**config.mk**
```make
export PLATFORM = sky130hd
export DESIGN_NAME = branch_redirect_ctrl
export DESIGN_NICKNAME = d
export VERILOG_FILES = /design/src/rtl/branch_ctrl_pkg.sv /design/src/rtl/branch_redirect_ctrl_shift_left.sv /design/src/rtl/branch_redirect_ctrl.sv
export SDC_FILE = /design/constraint.sdc
export NUM_CORES = 1
export LEC_CHECK = 0
export BUFFER_PORTS_ARGS = -buffer_cell sky130_fd_sc_hd__clkbuf_2
export CORE_MARGIN = 5
export CORE_UTILIZATION = 40
export DETAILED_ROUTE_END_ITERATION = 8
export HOLD_SLACK_MARGIN = 0.05
export PLACE_DENSITY = 0.71
export SYNTH_ARGS = -nofsm -noshare
export SYNTH_HDL_FRONTEND = slang
export SYNTH_SLANG_ARGS = --single-unit
```
**constraint.sdc**
```tcl
create_clock -name clk -period 2.9 [get_ports clk]
set_input_delay 0 -clock clk [delete_from_list [all_inputs] [get_ports clk]]
set_output_delay 0 -clock clk [all_outputs]
set_load 0.005 [all_outputs]
```
**src/rtl/branch_ctrl_pkg.sv**
```systemverilog
// Shared types and constants for the branch redirect controller.
package branch_ctrl_pkg;

    typedef enum logic {
        RUN   = 1'b0,
        FLUSH = 1'b1
    } state_e;

    localparam int unsigned PC_INC = 4;

    // Flush counter width: $clog2(flush_cycles + 1)
    function automatic int unsigned cnt_width(input int unsigned flush_cycles);
        return $clog2(flush_cycles + 1);
    endfunction

endpackage

```
**src/rtl/branch_redirect_ctrl_shift_left.sv**
```systemverilog
// Constant left shift; scales the halfword branch immediate to a byte offset.
module shift_left #(
    parameter int unsigned WIDTH = 64,
    parameter int unsigned SHAMT = 1
) (
    input  logic [WIDTH-1:0] data_i,
    output logic [WIDTH-1:0] data_o
);

    assign data_o = data_i << SHAMT;

endmodule

```
**src/rtl/branch_redirect_ctrl.sv**
```systemverilog
// Fetch PC owner and taken-branch redirect sequencer.
// Optional misaligned-target trap enabled by defining MISALIGN_TRAP_EN.
module branch_redirect_ctrl
    import branch_ctrl_pkg::*;
#(
    parameter int unsigned        ADDR_W       = 64,
    parameter logic [ADDR_W-1:0]  RESET_PC     = '0,
    parameter int unsigned        FLUSH_CYCLES = 2,
    parameter logic [ADDR_W-1:0]  TRAP_VEC     = 64'h100
) (
    input  logic              clk,
    input  logic              reset,
    input  logic              stall_in,
    input  logic              br_valid,
    input  logic              br_taken,
    input  logic [ADDR_W-1:0] br_pc,
    input  logic [ADDR_W-1:0] imm_data,
    output logic [ADDR_W-1:0] pc_out,
    output logic              flush_if_id,
    output logic              flush_id_ex,
    output logic              redirect_busy,
    output logic              trap_out
);

    localparam int unsigned CNT_W = cnt_width(FLUSH_CYCLES);

    state_e              state_q;
    logic [CNT_W-1:0]    cnt_q;
    logic [ADDR_W-1:0]   pc_q;
    logic                flush_if_id_q;
    logic                flush_id_ex_q;
    logic                busy_q;
    logic                trap_q;

    logic [ADDR_W-1:0]   imm_scaled;
    logic [ADDR_W-1:0]   target;
    logic [ADDR_W-1:0]   pc_inc;
    logic [ADDR_W-1:0]   redirect_pc_d;
    logic                misalign_d;

    shift_left #(
        .WIDTH (ADDR_W),
        .SHAMT (1)
    ) u_imm_shift (
        .data_i (imm_data),
        .data_o (imm_scaled)
    );

    assign target = br_pc + imm_scaled;
    assign pc_inc = pc_q + ADDR_W'(PC_INC);

`ifdef MISALIGN_TRAP_EN
    always_comb begin
        misalign_d    = target[1];
        redirect_pc_d = misalign_d ? TRAP_VEC : target;
    end
`else
    // TRAP_VEC only matters when the misalignment trap is built in
    logic unused_trap_vec;
    assign unused_trap_vec = ^TRAP_VEC;

    always_comb begin
        misalign_d    = 1'b0;
        redirect_pc_d = target;
    end
`endif

    always_ff @(posedge clk) begin
        if (!reset) begin
            state_q       <= RUN;
            cnt_q         <= '0;
            pc_q          <= RESET_PC;
            flush_if_id_q <= 1'b0;
            flush_id_ex_q <= 1'b0;
            busy_q        <= 1'b0;
            trap_q        <= 1'b0;
        end else begin
            flush_id_ex_q <= 1'b0;
            trap_q        <= 1'b0;
            unique case (state_q)
                RUN: begin
                    if (br_valid && br_taken) begin
                        pc_q          <= redirect_pc_d;
                        trap_q        <= misalign_d;
                        flush_if_id_q <= 1'b1;
                        flush_id_ex_q <= 1'b1;
                        busy_q        <= 1'b1;
                        cnt_q         <= CNT_W'(FLUSH_CYCLES - 1);
                        state_q       <= FLUSH;
                    end else if (!stall_in) begin
                        pc_q <= pc_inc;
                    end
                end
                FLUSH: begin
                    // Branch inputs here belong to the squashed path
                    if (!stall_in) begin
                        pc_q <= pc_inc;
                    end
                    if (cnt_q == '0) begin
                        flush_if_id_q <= 1'b0;
                        busy_q        <= 1'b0;
                        state_q       <= RUN;
                    end else begin
                        cnt_q <= cnt_q - 1'b1;
                    end
                end
                default: state_q <= RUN;
            endcase
        end
    end

    assign pc_out        = pc_q;
    assign flush_if_id   = flush_if_id_q;
    assign flush_id_ex   = flush_id_ex_q;
    assign redirect_busy = busy_q;
    assign trap_out      = trap_q;

endmodule

```
==> Word level (Yosys, flattened, before mapping) <==
Cells that the tools add are included.
{ "classes": {"n_mux": 12, "bitwise_logic": 2, "n_reduce_logical": 5, "eq_ne": 3, "n_addsub": 3} }
{ "op_table": {"columns": ["operator", "count"], "rows": [
  ["two-way mux 64 bit", 2],
  ["case mux 64 bit (2 select lines)", 1],
  ["adder 64 x 3 -> 64 bit, second input constant", 1],
  ["adder 64 bit", 1],
  ["two-way mux 1 bit", 4],
  ["two-way mux 2 bit", 2],
  ["!= test 2 bit, second input constant", 2],
  ["case mux 1 bit (2 select lines)", 2],
  ["case mux 2 bit (2 select lines)", 1],
  ["AND reduction 2 bit", 2],
  ["zero test 2 bit", 1],
  ["!= test 2 x 1 -> 1 bit, second input constant", 1],
  ["inverter 1 bit", 2],
  ["OR reduction 2 bit", 1],
  ["subtractor 2 x 1 -> 2 bit, second input constant", 1],
  ["logical AND 1 bit", 1]
]} }
{ "word_totals": {"register_bits": 69, "wordCells": 30, "in_bits": 133, "out_inout_bits": 68} }

==> Longest topological paths before layout <==
Gate-level depths: netlist of run 1.
{ "depth": {"depth_word": 4, "mapped_depth": 12, "mapped_depth_nobuf": 12} }

==> Cells and area by module <==
From an unflattened synthesis of run 1, not the netlist that was laid out.
{ "unflattened": {"hier_cells": 1032, "area_unflattened_um2": 7761.2} }
{ "modules_own_cells": {"columns": ["mod", "n_inst", "cells_each", "seq_area_each_um2", "area_each_um2"], "rows": [
  ["branch_redirect_ctrl", 1, 967, 1381.3, 7277.0],
  ["shift_left", 1, 65, 0.0, 484.2]
]} }

==> Worst setup path before layout of run 1 <==
No wires, ideal clock.
{ "synth_timing": {"path_type": "input -> register", "from": "input br_pc[1]", "to": "register pc_q[57], in the netlist pc_out[57]", "arrival_time_ps": 2349, "setup_time_ps": 62, "n_path_buf": 0, "slack_ps": 489, "cell_stages": 12, "required_time_ps": 2838, "path_cell_list": "ha_1 inv_1 fa_1 nand2b_1 a21oi_1 o21ai_1 nand2b_1 a41o_2 a31oi_2 o21a_2 or4_1 nand3_1"} }
{ "synth_between": {"elab_chain_cells": 3} }
{ "synth_lines": {"columns": ["element", "line_no", "rtl"], "rows": [
  ["start: declaration", "branch_redirect_ctrl.sv:16", "input logic [ADDR_W-1:0] br_pc,"],
  ["adder 64 bit", "branch_redirect_ctrl.sv:49", "assign target = br_pc + imm_scaled;"],
  ["two-way mux 64 bit", "branch_redirect_ctrl.sv:82", "if (br_valid && br_taken) begin"],
  ["case mux 64 bit (2 select lines)", "branch_redirect_ctrl.sv:80", "unique case (state_q)"],
  ["end signal: assignment", "branch_redirect_ctrl.sv:83", "pc_q <= redirect_pc_d;"],
  ["end signal: assignment", "branch_redirect_ctrl.sv:91", "pc_q <= pc_inc;"],
  ["end signal: assignment", "branch_redirect_ctrl.sv:97", "pc_q <= pc_inc;"],
  ["end: declaration", "branch_redirect_ctrl.sv:29", "logic [ADDR_W-1:0] pc_q;"]
]} }
Every way passes these cells.
A chain may end at the register's enable or synchronous reset.

==> Final worst setup path of run 1 <==
{ "layout_timing": {"from": "input br_pc[32]", "to": "register pc_q[55], in the netlist pc_out[55]"} }
The elaborated chain is that of the path after synthesis.

==> metrics.csv, run 1 <==
stage,metric,value,unit
sta,finalSetupViolations,0,
global_routing,overflow,0,
floorplan,ios,201,
yosys,ys.flop_type,dfxtp_1,
routing,drtAntennaViolNets,0,
yosys,yosys-top-cells-area,"dfxtp_1 (19%), ha_1 (11%), xnor2_1 (6.9%), xor2_1 (6.7%), a21oi_1 (6.1%)",
global_routing,grt_max_degree,39,
clock_network,cts.sink_count,69,
critical_path,crit_type,input pin to flip-flop,
critical_path,crit_path_end_kind,flip-flop,
global_routing,antenna_found_initial,0,
global_routing,grt_pass1_wl,37.60,mm
routing,firstDrtPassIters,6,
global_routing,grt_pass1_vias,7511,
critical_path,reg2reg_slack,0.40,ns
routing,drc_errors,0,
min_path,hold_path.class,input pin to flip-flop,
clock_network,postCtsSetupBuffers,0,
routing,route.detailed.wl_per_inst,16.32,µm
min_path,holdCritStartpoint,imm_data[0],
sta,slew_violations,0,
critical_path,arrival,2.72,ns
floorplan,start_util,40.71,%
sta,hold_viol_final,0,
yosys,synth_edf_count,0,
placement,gp_congestion,0.8960,
routing,num_vias,7847,
final_layout,fill_cells,1825,
power_and_ir_drop,p_total,3743,µW
critical_path,required,3.08,ns
yosys,yosysUniqueCellTypes,74,
yosys,yosys-top-cells-count,"nand2_1 (116), a21oi_1 (89), dfxtp_1 (69)",
clock_network,tritoncts,done,
job,drv_cap,0,
clock_network,cts_root_buffer,clkbuf_16,
yosys,synth_top_area_share,18.89,%
critical_path,r2r-start,pc_out[15],
power_and_ir_drop,leakagePower,0.004248,µW
sta,grt_setup_unrepaired,false,
sta,max_freq,393.8,MHz
clock_network,h-tree-depth,3,
sta,fin_crit,2.539,ns
power_and_ir_drop,ir_drop,0.3033,mV
critical_path,critPathLaunchType,input pin,
critical_path,r2r_end,pc_out[61],
floorplan,dieHeight,145.2,µm
min_path,hold_end,pc_out[1],
yosys,synth.most_common_cell,nand2_1,
yosys,ys_warn_count,0,
placement,dpl-instance-area,8591,µm²
routing,drt-total-wl,22.90,mm
floorplan,num_rows,49,
yosys,syn_avg_cell_area,7.447,µm²
outcome,outcome,"complete, no violations",
critical_path,r2r_cells,9,
final_layout,nets,1367,
placement,io_buffers,198,
clock_network,path_clk_slew,0.06,ns
sta,tightest_slew,0.6727,ns
floorplan,fp.dieW,145.2,µm
clock_network,insertion_delay,0.32,ns
yosys,synth.largest_area_cell,dfxtp_1,
floorplan,core-area,17960,µm²
yosys,synth_cells,982,
critical_path,path_max_fanout,5,
final_layout,syn_to_final_growth,22.38,%
clock_network,numCtsBuffers,9,
critical_path,worstSetupStartpoint,br_pc[32],
placement,place_hpwl,18.63,mm
min_path,whs_path_depth,4,
floorplan,die_area,21090,µm²
clock_network,clk_path_buf_depth,2,
yosys,syn-num-nets,1180,
sta,finClkSkew,0.01294,ns
sta,fin_crit_sh,87.56,%
yosys,ys_seq_area_share,18.89,%
final_layout,drive_gt1_share,22.91,%
yosys,syn_area,7313,µm²
yosys,synth-seq-cells,69,
final_layout,final_cell_area,8950,µm²
sta,slew_headroom,54.68,%
global_routing,grt_usage,20.77,%
sta,setup_tns,0,ns
routing,drtIter0Drc,548,
yosys,async_flop_share,0,%
routing,routed_via_density,5.593,
power_and_ir_drop,powerDensity,418.2,nW/µm²
final_layout,antenna_cells,0,
==> layer usage <==
metal	routed length [µm]	global-route usage, %
met3	1366	3.025
met2	10680	34.50
met1	10570	28.93
met5	0	0
met4	284	3.871
==> power breakdown <==
part / total [µW] / leakage [µW] / switching (µW) / internal, µW
Sequential: 1120 / 0.000567 / 93.9 / 1030
Combinational: 1340 / 0.00351 / 747 / 588
Clock: 1290 / 0.000166 / 421 / 867
Total: 3740 / 0.00425 / 1260 / 2480
==> per-stage QoR <==
step / hold slack [ns] / setup slack (ns) / util [%] / std cells
after floorplan: 0.1449 / 0.4886 / - / 982
after global placement: 0.2360 / 0.1445 / 47.82 / 1386
after detailed placement: 0.2457 / 0.1086 / 47.82 / 1386
after CTS: 0.07912 / 0.4240 / 49.82 / 1403
after global routing: 0.1425 / 0.1097 / 49.82 / 1403
final: 0.08407 / 0.3609 / 49.82 / 1403
==> cell families after synthesis <==
group,count (synthesis),synth area share [%]
xor+xnor,114,13.65
simple gates,353,23.94
other cells,1,0.05128
flops,69,18.89
compound gates,303,27.80
buf+inv,74,4.038
fa+ha+maj,65,11.22
mux,3,0.4106
==> cell type report <==
cell class / instances / area (µm²) / share of cell area (%)
timing repair buffer: 226 / 1204 / 13.45
inverter: 24 / 90.09 / 1.007
clock buffer: 11 / 242.7 / 2.712
sequential: 69 / 1381 / 15.43
clock inverter: 5 / 106.4 / 1.188
tap: 229 / 286.5 / 3.201
multi-input combinational: 839 / 5639 / 63.01
==> layout by cell type (no fill, tap or decap), types with 27 or more instances in the layout <==
cell type and count:
nand4_1 34, buf_4 27, nand2_1 116, dfxtp_1 69, nor2_1 65, clkbuf_2 198
a21oi_1 89, xor2_1 56, ha_1 64, xnor2_1 58, o21ai_0 52, nand3_1 37
a21o_1 31
==> timing repair <==
item | CTS | global route
setup endpoints to repair | 0 | 0
hold buffers | 1 | 0
resized for setup | 0 | 0
hold endpoints to repair | 1 | 0
==> worst max-delay path, cell delays in order <==
cell      delay, ns
clkbuf_2       0.08
ha_1           0.36
a21oi_1        0.26
o21ai_0        0.17
a221oi_2       0.37
o22ai_1        0.12
a211oi_1       0.31
o211ai_1       0.29
a31oi_1        0.34
buf_4          0.17
mux2i_1        0.16
o21ai_0        0.09
==> registers in the layout, indices dropped and copies added (netlist names) <==
name           count
pc_out            64
cnt_q              2
flush_id_ex        1
redirect_busy      1
state_q            1
==> worst max path at each step <==
stage | cells after the start | slack, ns | endpoint
after floorplan | 12 | 0.49 | pc_out[57]
after global placement | 14 | 0.14 | pc_out[57]
after detailed placement | 14 | 0.11 | pc_out[59]
after CTS | 14 | 0.42 | pc_out[59]
after global routing | 9 | 0.11 | pc_out[61]
final | 12 | 0.36 | pc_out[55]
Note: power is estimated with default switching activity, not from simulation.
==> run 2: changes to the inputs <==
--- a/config.mk
+++ b/config.mk
@@ -10,7 +10,7 @@
 export CORE_UTILIZATION = 40
 export DETAILED_ROUTE_END_ITERATION = 8
 export HOLD_SLACK_MARGIN = 0.05
-export PLACE_DENSITY = 0.71
+export PLACE_DENSITY = 0.7
 export SYNTH_ARGS = -nofsm -noshare
 export SYNTH_HDL_FRONTEND = slang
 export SYNTH_SLANG_ARGS = --single-unit
==> constraint.sdc (replaced) <==
create_clock -name clk -period 2.8 [get_ports clk]
set_input_delay 0 -clock clk [delete_from_list [all_inputs] [get_ports clk]]
set_output_delay 0 -clock clk [all_outputs]
set_load 0.005 [all_outputs]
==> run 2 against run 1 <==
Against the previous run:
- wire length rose by 0.86%
- global-route usage fell by 0.055 points
- sequential share of layout area fell by 0.086 points
- sequential power rose by 4%
- final area rose by 0.56%
- setup slack got worse by 0.064 ns
- largest power group unchanged
- clock-buffer cell count fell by 2
- utilization rose by 0.28 points
==> metrics.csv, run 2 (synthesis results as in run 1) <==
stage,metric,value,unit,change
final_layout,layout_commonest_cell,clkbuf_2,,
final_layout,antenna_cells,0,,unchanged
outcome,outcome,"complete, no violations",,
global_routing,grt_usage,20.72,%,-0.055 points
sta,setup_ws,0.2964,ns,-0.06447 ns
sta,finalSetupViolations,0,,unchanged
clock_network,h-tree-depth,3,,unchanged
floorplan,core-area,17960,µm²,unchanged
clock_network,cts_root_buffer,clkbuf_16,,
routing,route.detailed.wl_per_inst,16.33,µm,about the same
critical_path,critPathLaunchType,flip-flop,,
sta,whs,0.07937,ns,-0.004701 ns
power_and_ir_drop,p_sw_share,35.43,%,+1.7 points
global_routing,busiest_layer,met2,,
floorplan,fp.dieW,145.2,µm,unchanged
min_path,whs_path_depth,4,,unchanged
critical_path,required,3.00,ns,-0.08 ns
routing,routed_via_density,5.567,,-0.46%
final_layout,syn_to_final_growth,23.06,%,
sta,tightest_slew,0.6929,ns,+0.02027 ns
floorplan,num_rows,49,,unchanged
critical_path,worstSetupStartpoint,pc_out[15],,
critical_path,crit_path_end_kind,flip-flop,,
clock_network,cts.sink_count,69,,unchanged
floorplan,start_util,40.71,%,unchanged
critical_path,r2r_cells,9,,unchanged
sta,max_freq,399.4,MHz,
clock_network,insertion_delay,0.33,ns,about the same
global_routing,grt_pass1_vias,7549,,+0.51%
sta,fin_crit,2.504,ns,
floorplan,ios,201,,unchanged
power_and_ir_drop,leakagePower,0.004286,µW,+0.91%
routing,drc_errors,0,,unchanged
placement,place_hpwl,18.77,mm,+0.78%
routing,drtAntennaViolNets,0,,unchanged
power_and_ir_drop,power.share.clock,30.2,%,-4.2 points
critical_path,r2r_end,pc_out[61],,
routing,num_vias,7872,,+0.32%
sta,fin_crit_sh,89.41,%,
critical_path,crit_type,flip-flop to flip-flop,,
clock_network,numCtsBuffers,9,,unchanged
sta,hold_viol_final,0,,unchanged
power_and_ir_drop,ir_drop,0.2533,mV,-16%
power_and_ir_drop,powerDensity,409.2,nW/µm²,-2.2%
routing,drt-total-wl,23.09,mm,+0.86%
sta,setup_tns,0,ns,unchanged
min_path,hold_path.class,input pin to flip-flop,,
floorplan,die_area,21090,µm²,unchanged
placement,io_buffers,198,,unchanged
critical_path,path_max_fanout,8,,+3
min_path,hold_end,pc_out[1],,
final_layout,drive_gt1_share,23.88,%,+0.97 points
sta,slew_violations,0,,unchanged
sta,grt_setup_unrepaired,false,,
global_routing,overflow,0,,unchanged
job,drv_cap,0,,unchanged
min_path,holdCritStartpoint,imm_data[0],,
power_and_ir_drop,p_switching,1305,µW,+3.4%
global_routing,use_met1,28.15,%,-0.78 points
global_routing,antenna_found_initial,0,,unchanged
placement,gp_congestion,0.8903,,-0.64%
critical_path,reg2reg_slack,0.30,ns,-0.10 ns
final_layout,nets,1379,,+0.88%
clock_network,tritoncts,done,,
final_layout,final_cell_mix,"clkbuf_2 (198), nand2_1 (116), a21oi_1 (89)",,
sta,finClkSkew,0.01202,ns,-0.0009279 ns
critical_path,r2r-start,pc_out[15],,
global_routing,grt_max_degree,65,,+67%
global_routing,met3_usage,3.243,%,+0.22 points
global_routing,grt_pass1_wl,37.38,mm,-0.57%
critical_path,arrival,2.70,ns,-0.02 ns
placement,place_ws,0.06706,ns,-0.04151 ns
power_and_ir_drop,p_comb_share,38.3,%,+2.6 points
routing,drtIter0Drc,550,,+0.36%
sta,slew_headroom,53.38,%,-1.3 points
clock_network,path_clk_slew,0.06,ns,about the same
clock_network,clk_path_buf_depth,2,,unchanged
power_and_ir_drop,pwr-share-seq,31.5,%,+1.6 points
clock_network,postCtsSetupBuffers,0,,unchanged
floorplan,dieHeight,145.2,µm,unchanged
final_layout,largest_reg_flops,64,,unchanged
power_and_ir_drop,p_int,2378,µW,-4.2%
global_routing,use_met2,34.94,%,+0.44 points
routing,firstDrtPassIters,5,,-1
-- run 2: cell count changes in the layout (fill, tap and decap cells not counted), sizes merged --
| cell | before | now |
|---|---|---|
| bufinv | 3 | 1 |
| buf | 27 | 39 |
| inv | 25 | 24 |
| clkbuf | 209 | 207 |
| clkinv | 0 | 4 |
-- run 2: metal layers --
| metal | share of wire [%] | vias to the layer above |
|---|---|---|
| met2 | 47 | 267 |
| met4 | 1.6 | 0 |
| met5 | 0 | - |
| li1 | - | 3991 |
| met1 | 46 | 3590 |
| met3 | 5.8 | 24 |
-- run 2: layout make-up --
type	instances	area, µm²
Fill cell	1812	8964
Multi-Input combinational cell	839	5645
Sequential cell	69	1381
Timing Repair Buffer	238	1306
Tap cell	229	286.5
Clock buffer	9	225.2
Inverter	24	90.09
Clock inverter	6	65.06
-- run 2: timing repair --
action	4_1_cts	5_1_grt
gates resized for setup	0	2
setup endpoints to repair	0	1
hold buffers	1	0
endpoints found under the hold margin	1	0
-- run 2: per-stage QoR --
stage	cells	area, µm²	power, µW	util [%]
floorplan	982	7313	2075	-
global placement	1398	8693	2560	48.39
detailed placement	1398	8693	2574	48.39
CTS	1414	8994	3693	50.07
global route	1414	9000	3912	50.10
finish	1414	9000	3683	50.10
-- run 2: how the worst max path moves through the flow --
stage                  to  slack (ns)  cells after the start
2_1_floorplan  pc_out[57]        0.39                     12
3_3_place_gp   pc_out[57]        0.16                     14
3_5_place_dp   pc_out[55]        0.07                     12
4_1_cts        pc_out[61]        0.24                      9
5_1_grt        pc_out[38]        0.03                     10
6_report       pc_out[61]        0.30                      9
-- run 2: power groups by stage --
stage	logic (µW)	clock network, µW	registers [µW]
3_3_place_gp	1380	0	1180
5_1_grt	1560	1180	1170
3_5_place_dp	1390	0	1180
2_1_floorplan	912	0	1160
6_report	1410	1110	1160
4_1_cts	1400	1130	1160
-- run 2: critical path, stage by stage (launching register included) --
cell	delay, ns
dfxtp_1	0.43
and4_1	0.28
and4_2	0.35
nand4_1	0.13
nor2_1	0.37
nand2_1	0.25
nor2_1	0.18
xnor2_1	0.14
o32a_1	0.17
o211ai_1	0.08
